$ cat src/rtl/axi_id_remap.sv
// Slave-port AXI ID remapper: folds {master, id} into a small table index and restores it on responses.
// Optional sticky unmatched-response error flag, enabled with `define AXI_ID_REMAP_ERR_EN.
module axi_id_remap #(
  parameter int unsigned THREAD_NUM         = 8,
  parameter int unsigned MAX_OST_PER_THREAD = 8,
  parameter int unsigned NUM_MASTER         = 8,
  parameter int unsigned NUM_MASTER_LOG2    = $clog2(NUM_MASTER),
  parameter int unsigned W_ID               = 6,
  parameter int unsigned W_RID              = $clog2(THREAD_NUM),
  parameter int unsigned W_CNT              = $clog2(MAX_OST_PER_THREAD + 1)
) (
  input  logic                       clk_i,
  input  logic                       reset_i,
  input  logic                       s_a_valid_i,
  output logic                       s_a_ready_o,
  input  logic [W_ID-1:0]            s_a_id_i,
  input  logic [NUM_MASTER_LOG2-1:0] s_a_master_i,
  output logic                       m_a_valid_o,
  input  logic                       m_a_ready_i,
  output logic [W_RID-1:0]           m_a_id_o,
  input  logic                       m_b_valid_i,
  output logic                       m_b_ready_o,
  input  logic [W_RID-1:0]           m_b_id_i,
  input  logic                       m_b_last_i,
  output logic                       s_b_valid_o,
  input  logic                       s_b_ready_i,
  output logic [W_ID-1:0]            s_b_id_o,
  output logic [NUM_MASTER_LOG2-1:0] s_b_master_o,
  output logic                       busy_o,
  output logic                       ost_stall_o,
  output logic                       full_stall_o,
  input  logic                       err_clr_i,
  output logic                       err_o,
  output logic [W_RID-1:0]           err_rid_o
);

  localparam logic [W_CNT-1:0] CntMax = W_CNT'(MAX_OST_PER_THREAD);

  logic [THREAD_NUM-1:0]      valid_q, valid_d;
  logic [NUM_MASTER_LOG2-1:0] master_q [THREAD_NUM];
  logic [NUM_MASTER_LOG2-1:0] master_d [THREAD_NUM];
  logic [W_ID-1:0]            id_q     [THREAD_NUM];
  logic [W_ID-1:0]            id_d     [THREAD_NUM];
  logic [W_CNT-1:0]           cnt_q    [THREAD_NUM];
  logic [W_CNT-1:0]           cnt_d    [THREAD_NUM];

  logic             hit, free_any;
  logic [W_RID-1:0] hit_idx, free_idx, sel_idx;
  logic             stall, accept, retire, rsp_hs;

  // Key match and lowest-index free slot search
  always_comb begin
    hit      = 1'b0;
    hit_idx  = '0;
    free_any = 1'b0;
    free_idx = '0;
    for (int i = 0; i < int'(THREAD_NUM); i++) begin
      if (valid_q[i] && master_q[i] == s_a_master_i && id_q[i] == s_a_id_i) begin
        hit     = 1'b1;
        hit_idx = W_RID'(i);
      end
    end
    for (int i = int'(THREAD_NUM) - 1; i >= 0; i--) begin
      if (!valid_q[i]) begin
        free_any = 1'b1;
        free_idx = W_RID'(i);
      end
    end
  end

  assign sel_idx      = hit ? hit_idx : free_idx;
  assign ost_stall_o  = s_a_valid_i & hit & (cnt_q[hit_idx] == CntMax);
  assign full_stall_o = s_a_valid_i & ~hit & ~free_any;
  assign stall        = ost_stall_o | full_stall_o;
  assign m_a_valid_o  = s_a_valid_i & ~stall;
  assign s_a_ready_o  = m_a_ready_i & ~stall;
  assign m_a_id_o     = sel_idx;
  assign accept       = s_a_valid_i & s_a_ready_o;

  assign s_b_valid_o  = m_b_valid_i;
  assign m_b_ready_o  = s_b_ready_i;
  // Stale key fields are forwarded even when the entry is invalid
  assign s_b_id_o     = id_q[m_b_id_i];
  assign s_b_master_o = master_q[m_b_id_i];
  assign rsp_hs       = m_b_valid_i & m_b_ready_o;
  assign retire       = rsp_hs & m_b_last_i & valid_q[m_b_id_i];

  assign busy_o = |valid_q;

  always_comb begin
    logic acc_e, ret_e;
    valid_d  = valid_q;
    master_d = master_q;
    id_d     = id_q;
    cnt_d    = cnt_q;
    for (int i = 0; i < int'(THREAD_NUM); i++) begin
      acc_e = accept && (sel_idx == W_RID'(i));
      ret_e = retire && (m_b_id_i == W_RID'(i));
      // Accept and retire on the same entry cancel out and keep it valid
      if (acc_e && !ret_e) begin
        if (!valid_q[i]) begin
          valid_d[i]  = 1'b1;
          master_d[i] = s_a_master_i;
          id_d[i]     = s_a_id_i;
          cnt_d[i]    = W_CNT'(1);
        end else if (cnt_q[i] != CntMax) begin
          cnt_d[i] = cnt_q[i] + W_CNT'(1);
        end
      end else if (ret_e && !acc_e) begin
        if (cnt_q[i] != '0) begin
          cnt_d[i] = cnt_q[i] - W_CNT'(1);
        end
        if (cnt_q[i] == W_CNT'(1)) begin
          valid_d[i] = 1'b0;
        end
      end
    end
  end

  always_ff @(posedge clk_i or posedge reset_i) begin
    if (reset_i) begin
      valid_q <= '0;
      for (int i = 0; i < int'(THREAD_NUM); i++) begin
        master_q[i] <= '0;
        id_q[i]     <= '0;
        cnt_q[i]    <= '0;
      end
    end else begin
      valid_q <= valid_d;
      for (int i = 0; i < int'(THREAD_NUM); i++) begin
        master_q[i] <= master_d[i];
        id_q[i]     <= id_d[i];
        cnt_q[i]    <= cnt_d[i];
      end
    end
  end

`ifdef AXI_ID_REMAP_ERR_EN
  logic             err_q, err_d;
  logic [W_RID-1:0] err_rid_q, err_rid_d;
  logic             bad_rsp;

  assign bad_rsp = rsp_hs & ~valid_q[m_b_id_i];

  // A new error outranks a same-cycle clear and is then treated as the first one
  always_comb begin
    err_d     = err_q;
    err_rid_d = err_rid_q;
    if (bad_rsp) begin
      err_d = 1'b1;
      if (!err_q || err_clr_i) begin
        err_rid_d = m_b_id_i;
      end
    end else if (err_clr_i) begin
      err_d     = 1'b0;
      err_rid_d = '0;
    end
  end

  always_ff @(posedge clk_i or posedge reset_i) begin
    if (reset_i) begin
      err_q     <= 1'b0;
      err_rid_q <= '0;
    end else begin
      err_q     <= err_d;
      err_rid_q <= err_rid_d;
    end
  end

  assign err_o     = err_q;
  assign err_rid_o = err_rid_q;
`else
  logic unused_err_clr;
  assign unused_err_clr = err_clr_i;
  assign err_o          = 1'b0;
  assign err_rid_o      = '0;
`endif

endmodule

$ cat config.mk
export PLATFORM = sky130hd
export DESIGN_NAME = axi_id_remap
export DESIGN_NICKNAME = d
export VERILOG_FILES = /design/src/rtl/axi_id_remap.sv
export SDC_FILE = /design/constraint.sdc
export NUM_CORES = 1
export LEC_CHECK = 0
export ABC_AREA = 1
export BUFFER_PORTS_ARGS = -buffer_cell sky130_fd_sc_hd__buf_4
export CAP_MARGIN = 0
export CORE_ASPECT_RATIO = 1.5
export CORE_MARGIN = 2
export CORE_UTILIZATION = 43
export CTS_CLUSTER_DIAMETER = 120
export DETAILED_ROUTE_END_ITERATION = 16
export GPL_ROUTABILITY_DRIVEN = 0
export PLACE_DENSITY_LB_ADDON = 0.25
export SLEW_MARGIN = 20
export SYNTH_ARGS = -nofsm -noshare
export SYNTH_HDL_FRONTEND = slang
export SYNTH_SLANG_ARGS = --single-unit
$ cat constraint.sdc
create_clock -name clk_i -period 4.27 [get_ports clk_i]
set_clock_uncertainty 0.15 [all_clocks]
set_input_delay 0.2135 -clock clk_i [delete_from_list [all_inputs] [get_ports clk_i]]
set_output_delay 0.2135 -clock clk_i [all_outputs]
set_load 0.05 [all_outputs]
==> Yosys cells after proc, flatten, opt, wreduce, memory -nomap -nowiden <==
Index checks and enable logic that the tools add are counted.
{ "op_classes": {"addsub": 16, "n_mul": 0, "div_mod_pow": 0, "order_cmp": 3, "n_eq_ne": 55, "shift": 0, "muxes": 107, "bitwise_logic": 24, "n_reduce_logical": 123} }
{ "ops": {"columns": ["cell", "n"], "rows": [
  ["$mux W4", 42],
  ["$mux W3", 17],
  ["$eq A6 B6 Y1", 8],
  ["$logic_and A1 B1 Y1", 48],
  ["$reduce_bool A2 Y1", 24],
  ["$mux W1", 42],
  ["$add A4 B1 Y4 const B", 8],
  ["$eq A4 B1 Y1 const B", 8],
  ["$ne A4 B4 Y1 const B", 8],
  ["$reduce_and A2 Y1", 16],
  ["$reduce_bool A4 Y1", 8],
  ["$sub A4 B1 Y4 const B", 8],
  ["$eq A3 B3 Y1", 8],
  ["$eq A3 B3 Y1 const B", 8],
  ["$ne A3 B2 Y1 const B", 8],
  ["$reduce_and A3 Y1", 8],
  ["$bmux W6 S3", 1],
  ["$logic_not A1 Y1", 16],
  ["$bmux W4 S3", 1],
  ["$eq A3 B2 Y1 const B", 4],
  ["$mux W6", 2],
  ["$not A1 Y1", 11],
  ["$and A1 B1 Y1", 10],
  ["$bmux W3 S3", 1],
  ["other kinds (9)", 13]
]} }
{ "word_totals": {"reg_bits": 112, "latch_bits": 0, "ram_bits": 0, "mem_bits_ro": 0, "out_inout_bits": 23, "wordCells": 360, "memories": 0} }

==> Longest topological paths before layout <==
Gate-level depths: netlist of the first run.
{ "logic_depth": {"ltp_word": 25, "depth_mapped": 29, "mapped_depth_nobuf": 28} }

==> Worst setup path before layout of the first run <==
No wires, ideal clock.
{ "synth_path": {"kind": "input to register", "from": "in s_a_id_i[5]", "to": "reg id_q[18] (netlist name)", "t_arrival_ps": 2860, "required_ps": 3989, "setup_slack_ps": 1129, "path_stages": 20, "path_cell_list": "buf_4 -> buf_6 -> nor2_1 -> nor3_2 -> nand3_1 -> nor2_2 -> nor2_4 -> nand2_4 -> clkinv_4 -> nand2_4 -> nor2_4 -> nand2_2 -> o21ai_4 -> inv_2 -> nor3_1 -> ha_1 -> inv_1 -> nor2_1 -> clkbuf_1 -> o21ai_0"} }
{ "synth_between": {"word_cells_on_any_way": 50, "classes_between": "eq/ne: 10; mux: 19; bitwise: 10; reduce/logical: 11"} }
{ "synth_rtl": {"columns": ["element", "line", "rtl"], "rows": [
  ["from (decl)", "16", "input logic [W_ID-1:0] s_a_id_i,"],
  ["$eq A6 B6 Y1", "58", "if (valid_q[i] && master_q[i] == s_a_master_i && id_q[i] == s_a_id_i) begin"],
  ["$logic_and A1 B1 Y1", "58", null],
  ["$mux W1 (8 in a row)", "58", null],
  ["$mux W3 *", "71", "assign sel_idx = hit ? hit_idx : free_idx;"],
  ["net m_a_id_o[2]", "20", "output logic [W_RID-1:0] m_a_id_o,"],
  ["$eq A3 B3 Y1 *", "97", "acc_e = accept && (sel_idx == W_RID'(i));"],
  ["$logic_and A1 B1 Y1 *", "97", null],
  ["$logic_and A1 B1 Y1 *", "100", "if (acc_e && !ret_e) begin"],
  ["$reduce_and A2 Y1 (no line) *", null, null],
  ["to (signal, indexed assignment)", "132", "id_q[i] <= id_d[i];"],
  ["to (decl)", "42", "logic [W_ID-1:0] id_q [THREAD_NUM];"]
]} }
The timed path passes the listed nets; every way through them passes the cells marked *. The select of a mux whose other input is x is not followed.
A chain may end at the register's enable or synchronous reset.

==> Worst setup path after layout of the first run <==
{ "layout_path": {"from": "reg valid_q[4]", "to": "reg cnt_q[30] (netlist name)"} }
{ "layout_between": {"elab_chain_len": 21, "word_cells_on_any_way": 51, "classes_between": "eq/ne: 2; mux: 25; bitwise: 12; reduce/logical: 12"} }
{ "layout_lines": {"columns": ["element", "line", "rtl"], "rows": [
  ["from (decl)", "39", "logic [THREAD_NUM-1:0] valid_q, valid_d;"],
  ["from (signal assigned)", "129", "valid_q <= valid_d;"],
  ["$logic_and A1 B1 Y1 (2 in a row)", "58", null],
  ["$mux W3 (4 in a row)", "58", null],
  ["$not A3 Y4 (implied by the code)", "72", "assign ost_stall_o = s_a_valid_i & hit & (cnt_q[hit_idx] == CntMax);"],
  ["$bmux W4 S3", "72", null],
  ["$mux W4 (implied by the code) (2 in a row)", "72", null],
  ["$eq A4 B4 Y1", "72", null],
  ["$and A1 B1 Y1", "72", null],
  ["$or A1 B1 Y1", "74", "assign stall = ost_stall_o | full_stall_o;"],
  ["$not A1 Y1", "76", "assign s_a_ready_o = m_a_ready_i & ~stall;"],
  ["$and A1 B1 Y1", "76", null],
  ["$and A1 B1 Y1", "78", "assign accept = s_a_valid_i & s_a_ready_o;"],
  ["$logic_and A1 B1 Y1", "97", null],
  ["$logic_not A1 Y1", "109", "end else if (ret_e && !acc_e) begin"],
  ["$logic_and A1 B1 Y1", "109", null],
  ["$reduce_bool A2 Y1 (no line)", null, null],
  ["$reduce_and A3 Y1 (no line)", null, null],
  ["to (signal, indexed assignment)", "133", "cnt_q[i] <= cnt_d[i];"],
  ["to (decl)", "44", "logic [W_CNT-1:0] cnt_q [THREAD_NUM];"]
]} }
Several ways; a longest one is shown, not always the timed one. The select of a mux whose other input is x is not followed.

==> results of run 1 <==
==> kinds of logic after synthesis <==
kind of cell | count (synthesis) | share of synthesized area (%)
and+or+nand+nor | 530 | 27.95
AOI/OAI and AO/OA | 248 | 18.04
buffers and inverters | 205 | 10.77
DFF | 112 | 34.30
adders and majority gates | 40 | 6.126
xor gates and xnor gates | 25 | 2.772
other | 1 | 0.04590
==> sequential cells by signal (all words and copies together) (netlist names) <==
register / cells
cnt_q: 32
id_q: 48
master_q: 24
valid_q: 8
==> routing by layer <==
layer / vias to the layer above / GRT usage (%)
met5: - / 0
met2: 251 / 42.18
met4: 0 / 12.60
li1: 3840 / -
met3: 62 / 2.629
met1: 3725 / 32.51
==> synth_stat cells (2+ instances only) <==
library cell,n
nand2_1,342
o21ai_0,154
inv_1,148
dfrtp_1,112
nor2_1,73
ha_1,40
nand3_1,33
a21oi_1,22
clkbuf_1,21
nor3_1,20
o2111ai_1,18
xor2_1,18
buf_4,13
nand4_1,13
nor4_1,13
o22ai_1,12
inv_2,9
o211ai_1,8
o32ai_1,8
a221oi_1,7
buf_6,7
nand2_2,6
or2_2,6
xnor2_1,6
nor2_4,5
a32oi_1,4
nor2_2,4
buf_2,3
nand2_4,3
o21ai_1,3
a31oi_1,2
and3_1,2
clkinv_1,2
nand3_2,2
nor3_2,2
o41ai_1,2
==> how the worst max path moves through the flow <==
stage | from | to | depth (start not counted) | slack, ns
3_5_place_dp | s_a_id_i[4] | cnt_q[22] | 26 | 0.41
2_1_floorplan | reset_i | cnt_q[0] | 1 | 0.95
6_report | valid_q[4] | cnt_q[30] | 23 | 0.59
5_1_grt | valid_q[4] | cnt_q[30] | 21 | 0.21
4_1_cts | valid_q[2] | cnt_q[30] | 23 | 0.57
3_3_place_gp | s_a_id_i[1] | cnt_q[30] | 28 | 0.46
==> power breakdown <==
part           leakage, nW  total, mW  switching (mW)  internal [mW]
Clock                0.157      0.973           0.438          0.535
Sequential            1.25       1.60           0.285           1.31
Combinational         2.98       1.48           0.956          0.524
==> through the flow <==
| step | total power [mW] | hold slack, ns | utilization [%] | instances |
|---|---|---|---|---|
| after floorplan | 2.658 | 0.2797 | - | 1164 |
| after CTS | 4.051 | 0.05076 | 48.21 | 1443 |
| after detailed placement | 3.078 | 0.2323 | 46.39 | 1426 |
| after global placement | 3.044 | 0.2298 | 46.39 | 1426 |
| after global routing | 4.322 | 0.06584 | 48.21 | 1443 |
| final | 4.048 | 0.04784 | 48.21 | 1443 |
==> area by class of cell <==
cell class | instances | area share, %
Tap cell | 252 | 3.512
Multi-Input combinational cell | 847 | 50.11
Inverter | 160 | 6.773
Timing Repair Buffer | 56 | 4.710
Sequential cell | 112 | 31.22
Clock buffer | 10 | 2.662
Clock inverter | 6 | 1.017
==> critical path, stage by stage (launching register included) <==
cell and delay, ns:
dfrtp_1 0.58, nand2_1 0.10, nor2_1 0.13, nand3_1 0.11, nor2_2 0.16, nor2_4 0.07, nand2_1 0.09, nand2_2 0.10
nand2_1 0.08, nand2_1 0.05, nand3_1 0.06, nand2_1 0.06, nand2_1 0.07, a21oi_1 0.06, nand2_1 0.14, nand4_4 0.15
nor3_1 0.26, ha_1 0.28, inv_1 0.12, o2111ai_1 0.19, nand2_1 0.09, inv_1 0.16, nand2_1 0.08, o32ai_1 0.21
==> results.yml, run 1 <==
status:
  status: "completed"
clock_tree:
  cts-resized-gates: 0
  cts_root_buffer: "clkbuf_16"
  cts_sinks: 112
  post-cts-setup-buffer-count: 0
  clock_latency_ns: 0.37
  clkTransAtPathRegs_ns: 0.08
  postCtsHoldBufs: 1
  numCtsBuffers: 9
  h-tree-depth: 3
  clk_path_buf_depth: 2
  cts_tree: "yes"
setup_path:
  cp.required_ns: 4.38
  rr_startpoint: "valid_q[4]"
  critical_path.endpoint_type: "register"
  path_max_fanout: 9
  rr_endpoint: "cnt_q[30]"
  rr_worst_depth: 23
  r2r_setup_slack_ns: 0.59
  critPathKind: "register to register"
  cp-start-kind: "register"
  arrival_ns: 3.79
synthesis:
  synth_flop_cell: "dfrtp_1"
  seq_area_frac_synth_pct: 34.30
  synth_cell_types: 54
  syn_area_um2: 8170
  avgSynthCellArea_um2: 7.037
  yosys.area.top_type: "dfrtp_1"
  yosys_register_bits: 112
  synthTopCellsByArea: "dfrtp_1 34%, nand2_1 16%, o21ai_0 9.4%, inv_1 6.8%, ha_1 6.1%"
  synth_top_area_share_pct: 34.30
  synthCells: 1161
  ys_async_sr_fraction_pct: 100.0
  synth-edff-count: 0
  yosys_warnings: 0
final_layout:
  regArea_um2: 2803
  num_antenna_cells: 0
  n_fill_cell: 1934
  final_nets: 1246
  syn_to_final_growth_pct: 9.893
  drive_gt1_share_pct: 9.656
  layout_common_cells: "342 x nand2_1, 154 x o21ai_0, 147 x inv_1"
  final_common_cell: "nand2_1"
  multi_input_area_um2: 4499
  finalInstanceArea_um2: 8979
grt:
  grt_pass1_wl_um: 39700
  overflow: 0
  grt_usage_pct: 25.41
  antenna_found_initial: 0
  grt_max_degree: 53
  grt_pass1_vias: 7457
floorplanning:
  core_area_um2: 18620
  num_rows: 61
  die_h_um: 172.8
  initial_core_util_pct: 43.87
  dieWidth_um: 116.6
  ioPinCount: 43
  die_area_um2: 20140
detailed_routing:
  drt_iter0_drc: 604
  wl_met3_um: 1135
  dr.pass1.iters: 6
  ant_nets: 0
  wl_um: 25170
  viasPerCell: 5.459
  drc_errors: 0
  wl_per_cell_um: 17.44
  wl_met1_um: 10440
  num_vias: 7878
  wl_met2_um: 12370
  top_layer: "met4"
sta:
  hold_viol: 0
  setup_slack_ns: 0.5915
  maxSlewViolCount: 0
  setup_viol: 0
  fin_crit_sh_pct: 86.15
  post-route-min-period_ns: 3.678
  fin_tns_setup_ns: 0
  relSlewSlack_pct: 52.99
  tightest_slew_ns: 0.6987
  rsz0062_at_grt: "no"
  timing.fmax_mhz: 271.9
power:
  max-vdd-ir-drop_uv: 244.4
  power.density_nw_per_um2: 450.9
  p_leak_nw: 4.383
place:
  io_buffers: 37
  dp_slack_ns: 0.4117
  dp_hpwl_um: 18680
  dpl-instance-area_um2: 8638
worst_hold_path:
  min_path_cells: 3
  whs_endpoint: "id_q[13]"
  min_from: "s_a_id_i[1]"
  hold_class: "input pin to register"
run:
  maxCapViolCount: 0
Power figures use the tool's default switching activity.
==> run 2: changes to the inputs <==
ABC_AREA = not set   (was 1)
RECOVER_POWER = 50   (was not set)
==> results.yml, run 2 <==
final_layout:
  largestRegisters: "id_q x48, cnt_q x32, master_q x24"
  final_nets: 832
  largest_reg_flops: 48
  drive_gt1_share_pct: 25.39
  regMostFlops: "id_q"
  layout_common_cells: "112 x dfrtp_1, 87 x mux2_2, 63 x xnor2_1"
  final_common_cell: "dfrtp_1"
  syn_to_final_growth_pct: 8.284
  finalInstanceArea_um2: 8439
  num_antenna_cells: 0
sta:
  maxSlewViolCount: 67
  fin_crit_sh_pct: 92.58
  relSlewSlack_pct: -27.02
  hold_viol: 0
  setup_slack_ns: 0.3168
  fin_tns_setup_ns: 0
  rsz0062_at_grt: "no"
  timing.fmax_mhz: 253.0
  tightest_slew_ns: 1.905
  post-route-min-period_ns: 3.953
  setup_viol: 0
synthesis:
  synth-edff-count: 0
  synthCells: 752
  ys_top_cells_by_count: "112 x dfrtp_1, 87 x mux2_2, 63 x xnor2_1, 55 x nand2_1, 50 x inv_1"
  synthTopCellsByArea: "dfrtp_1 36%, mux2_2 13%, xnor2_1 7.1%, ha_1 6.4%, mux4_2 5.8%"
  yosys_warnings: 0
  seq_area_frac_synth_pct: 35.96
  synth_flop_cell: "dfrtp_1"
  avgSynthCellArea_um2: 10.36
  synth_top_area_share_pct: 35.96
  yosys_register_bits: 112
  syn_area_um2: 7794
  yosys.cell_count.top_type: "dfrtp_1"
  synth_cell_types: 51
  yosys.area.top_type: "dfrtp_1"
  ys_async_sr_fraction_pct: 100.0
detailed_routing:
  wl_um: 18730
  ant_nets: 0
  drc_errors: 0
  viasPerCell: 5.843
  wl_per_cell_um: 18.86
  drt_iter0_drc: 337
  dr.pass1.iters: 5
  num_vias: 5802
place:
  io_buffers: 37
  dpl-instance-area_um2: 8175
  dp_hpwl_um: 14020
  dp_slack_ns: 0.1513
setup_path:
  crit_start: "id_q[34]"
  r2r_setup_slack_ns: 0.32
  cp.required_ns: 4.39
  cp-endpoint: "cnt_q[26]"
  critical_path.endpoint_type: "register"
  path_max_fanout: 11
  rr_worst_depth: 14
  rr_endpoint: "cnt_q[26]"
  cp-start-kind: "register"
  arrival_ns: 4.07
  rr_startpoint: "id_q[34]"
  critPathKind: "register to register"
power:
  finalPower_mw: 2.508
  power.density_nw_per_um2: 297.2
  max-vdd-ir-drop_uv: 172.6
  p_leak_nw: 3.779
clock_tree:
  cts_sinks: 112
  numCtsBuffers: 9
  post-cts-setup-buffer-count: 0
  cts_root_buffer: "clkbuf_16"
  cts_tree: "yes"
  clkTransAtPathRegs_ns: 0.08
  clock_latency_ns: 0.35
  clk_path_buf_depth: 2
  h-tree-depth: 3
run:
  maxCapViolCount: 2
floorplanning:
  ioPinCount: 43
  die_h_um: 168.9
  num_rows: 60
  dieWidth_um: 113.9
  core_area_um2: 17870
  initial_core_util_pct: 43.62
  die_area_um2: 19240
status:
  status: "complete, but fails checks"
  violations: "capacitance limit, slew limit"
worst_hold_path:
  hold_class: "input pin to register"
  min_path_cells: 2
grt:
  grt_pass1_wl_um: 30180
  overflow: 0
  grt_usage_pct: 19.93
  grt_pass1_vias: 5825
  grt_max_degree: 50
  antenna_found_initial: 0
==> run 2: cell count changes after synthesis, moves of 18 or more <==
cell | before | now
o21ai_0 | 154 | 24
nor2_1 | 73 | 23
mux4_2 | 0 | 20
nand2_1 | 342 | 55
o2111ai_1 | 18 | 0
inv_1 | 148 | 50
mux2_2 | 0 | 87
xnor2_1 | 6 | 63
==> run 2: per-stage QoR <==
stage,utilization (%),hold WS (ns),instances
finish,47.23,0.1444,993
global route,47.23,0.1540,993
CTS,47.32,0.1391,993
detailed placement,45.76,0.1202,977
global placement,45.76,0.1113,977
floorplan,-,0.3403,755
==> run 2: cell type report <==
type	instances	area (um2)
timing repair buffer	57	394.1
sequential	112	2803
multi-input combinational	541	4508
clock inverter	6	45.04
clock buffer	9	225.2
fill	1720	9428
tap	217	271.5
inverter	51	192.7
==> run 2: worst min path at each step <==
stage,startpoint,to
floorplan,cnt_q[2],cnt_q[2]
global placement,reset_i,id_q[7]
detailed placement,reset_i,id_q[13]
CTS,s_a_id_i[0],id_q[18]
global route,s_a_id_i[0],id_q[30]
finish,s_a_id_i[5],id_q[5]
==> run 2: logic make-up (layout without fill, tap and decap cells) <==
logic type / Yosys count / after routing / synth area share, %
AND/OR/NAND/NOR: 193 / 193 / 12.91
multiplexers: 119 / 119 / 19.89
AO/OA/AOI/OAI: 113 / 113 / 9.681
flip-flops: 112 / 112 / 35.96
buffers and inverters: 102 / 123 / 6.614
XOR/XNOR: 72 / 72 / 8.476
adder cells (fa/ha/maj): 40 / 40 / 6.422
other: 1 / 4 / 0.04812
==> run 2: what timing repair did <==
| action | CTS | global route |
|---|---|---|
| resized for setup | 0 | 5 |
| endpoints found under the hold margin | 31 | 0 |
| hold buffers | 1 | 0 |
| setup endpoints to repair | 0 | 10 |
==> run 2: routing by layer <==
| layer | part of all wire, % | GRT usage [%] |
|---|---|---|
| met1 | 41 | 24.59 |
| met2 | 52 | 35.43 |
| met3 | 3.6 | 2.506 |
| met4 | 3.0 | 7.317 |
| met5 | 0 | 0 |
==> run 2: worst max-delay path: stages (launching register included) <==
cell and delay [ns]:
dfrtp_1 0.41, xnor2_1 0.16, nand4_1 0.20, or3_1 0.46, a211oi_2 0.32, o31ai_4 0.12
a311oi_2 0.27, o22ai_4 0.18, a211oi_1 0.31, ha_1 0.40, o21ai_0 0.18, a31o_2 0.32
nor2_1 0.13, mux2i_1 0.09, o221ai_1 0.17
==> run 2: report_power, final <==
part | internal, mW | switching (mW) | total (mW)
clock network | 0.398 | 0.412 | 0.811
logic | 0.208 | 0.310 | 0.519
registers | 1.11 | 0.0662 | 1.18
total | 1.72 | 0.789 | 2.51
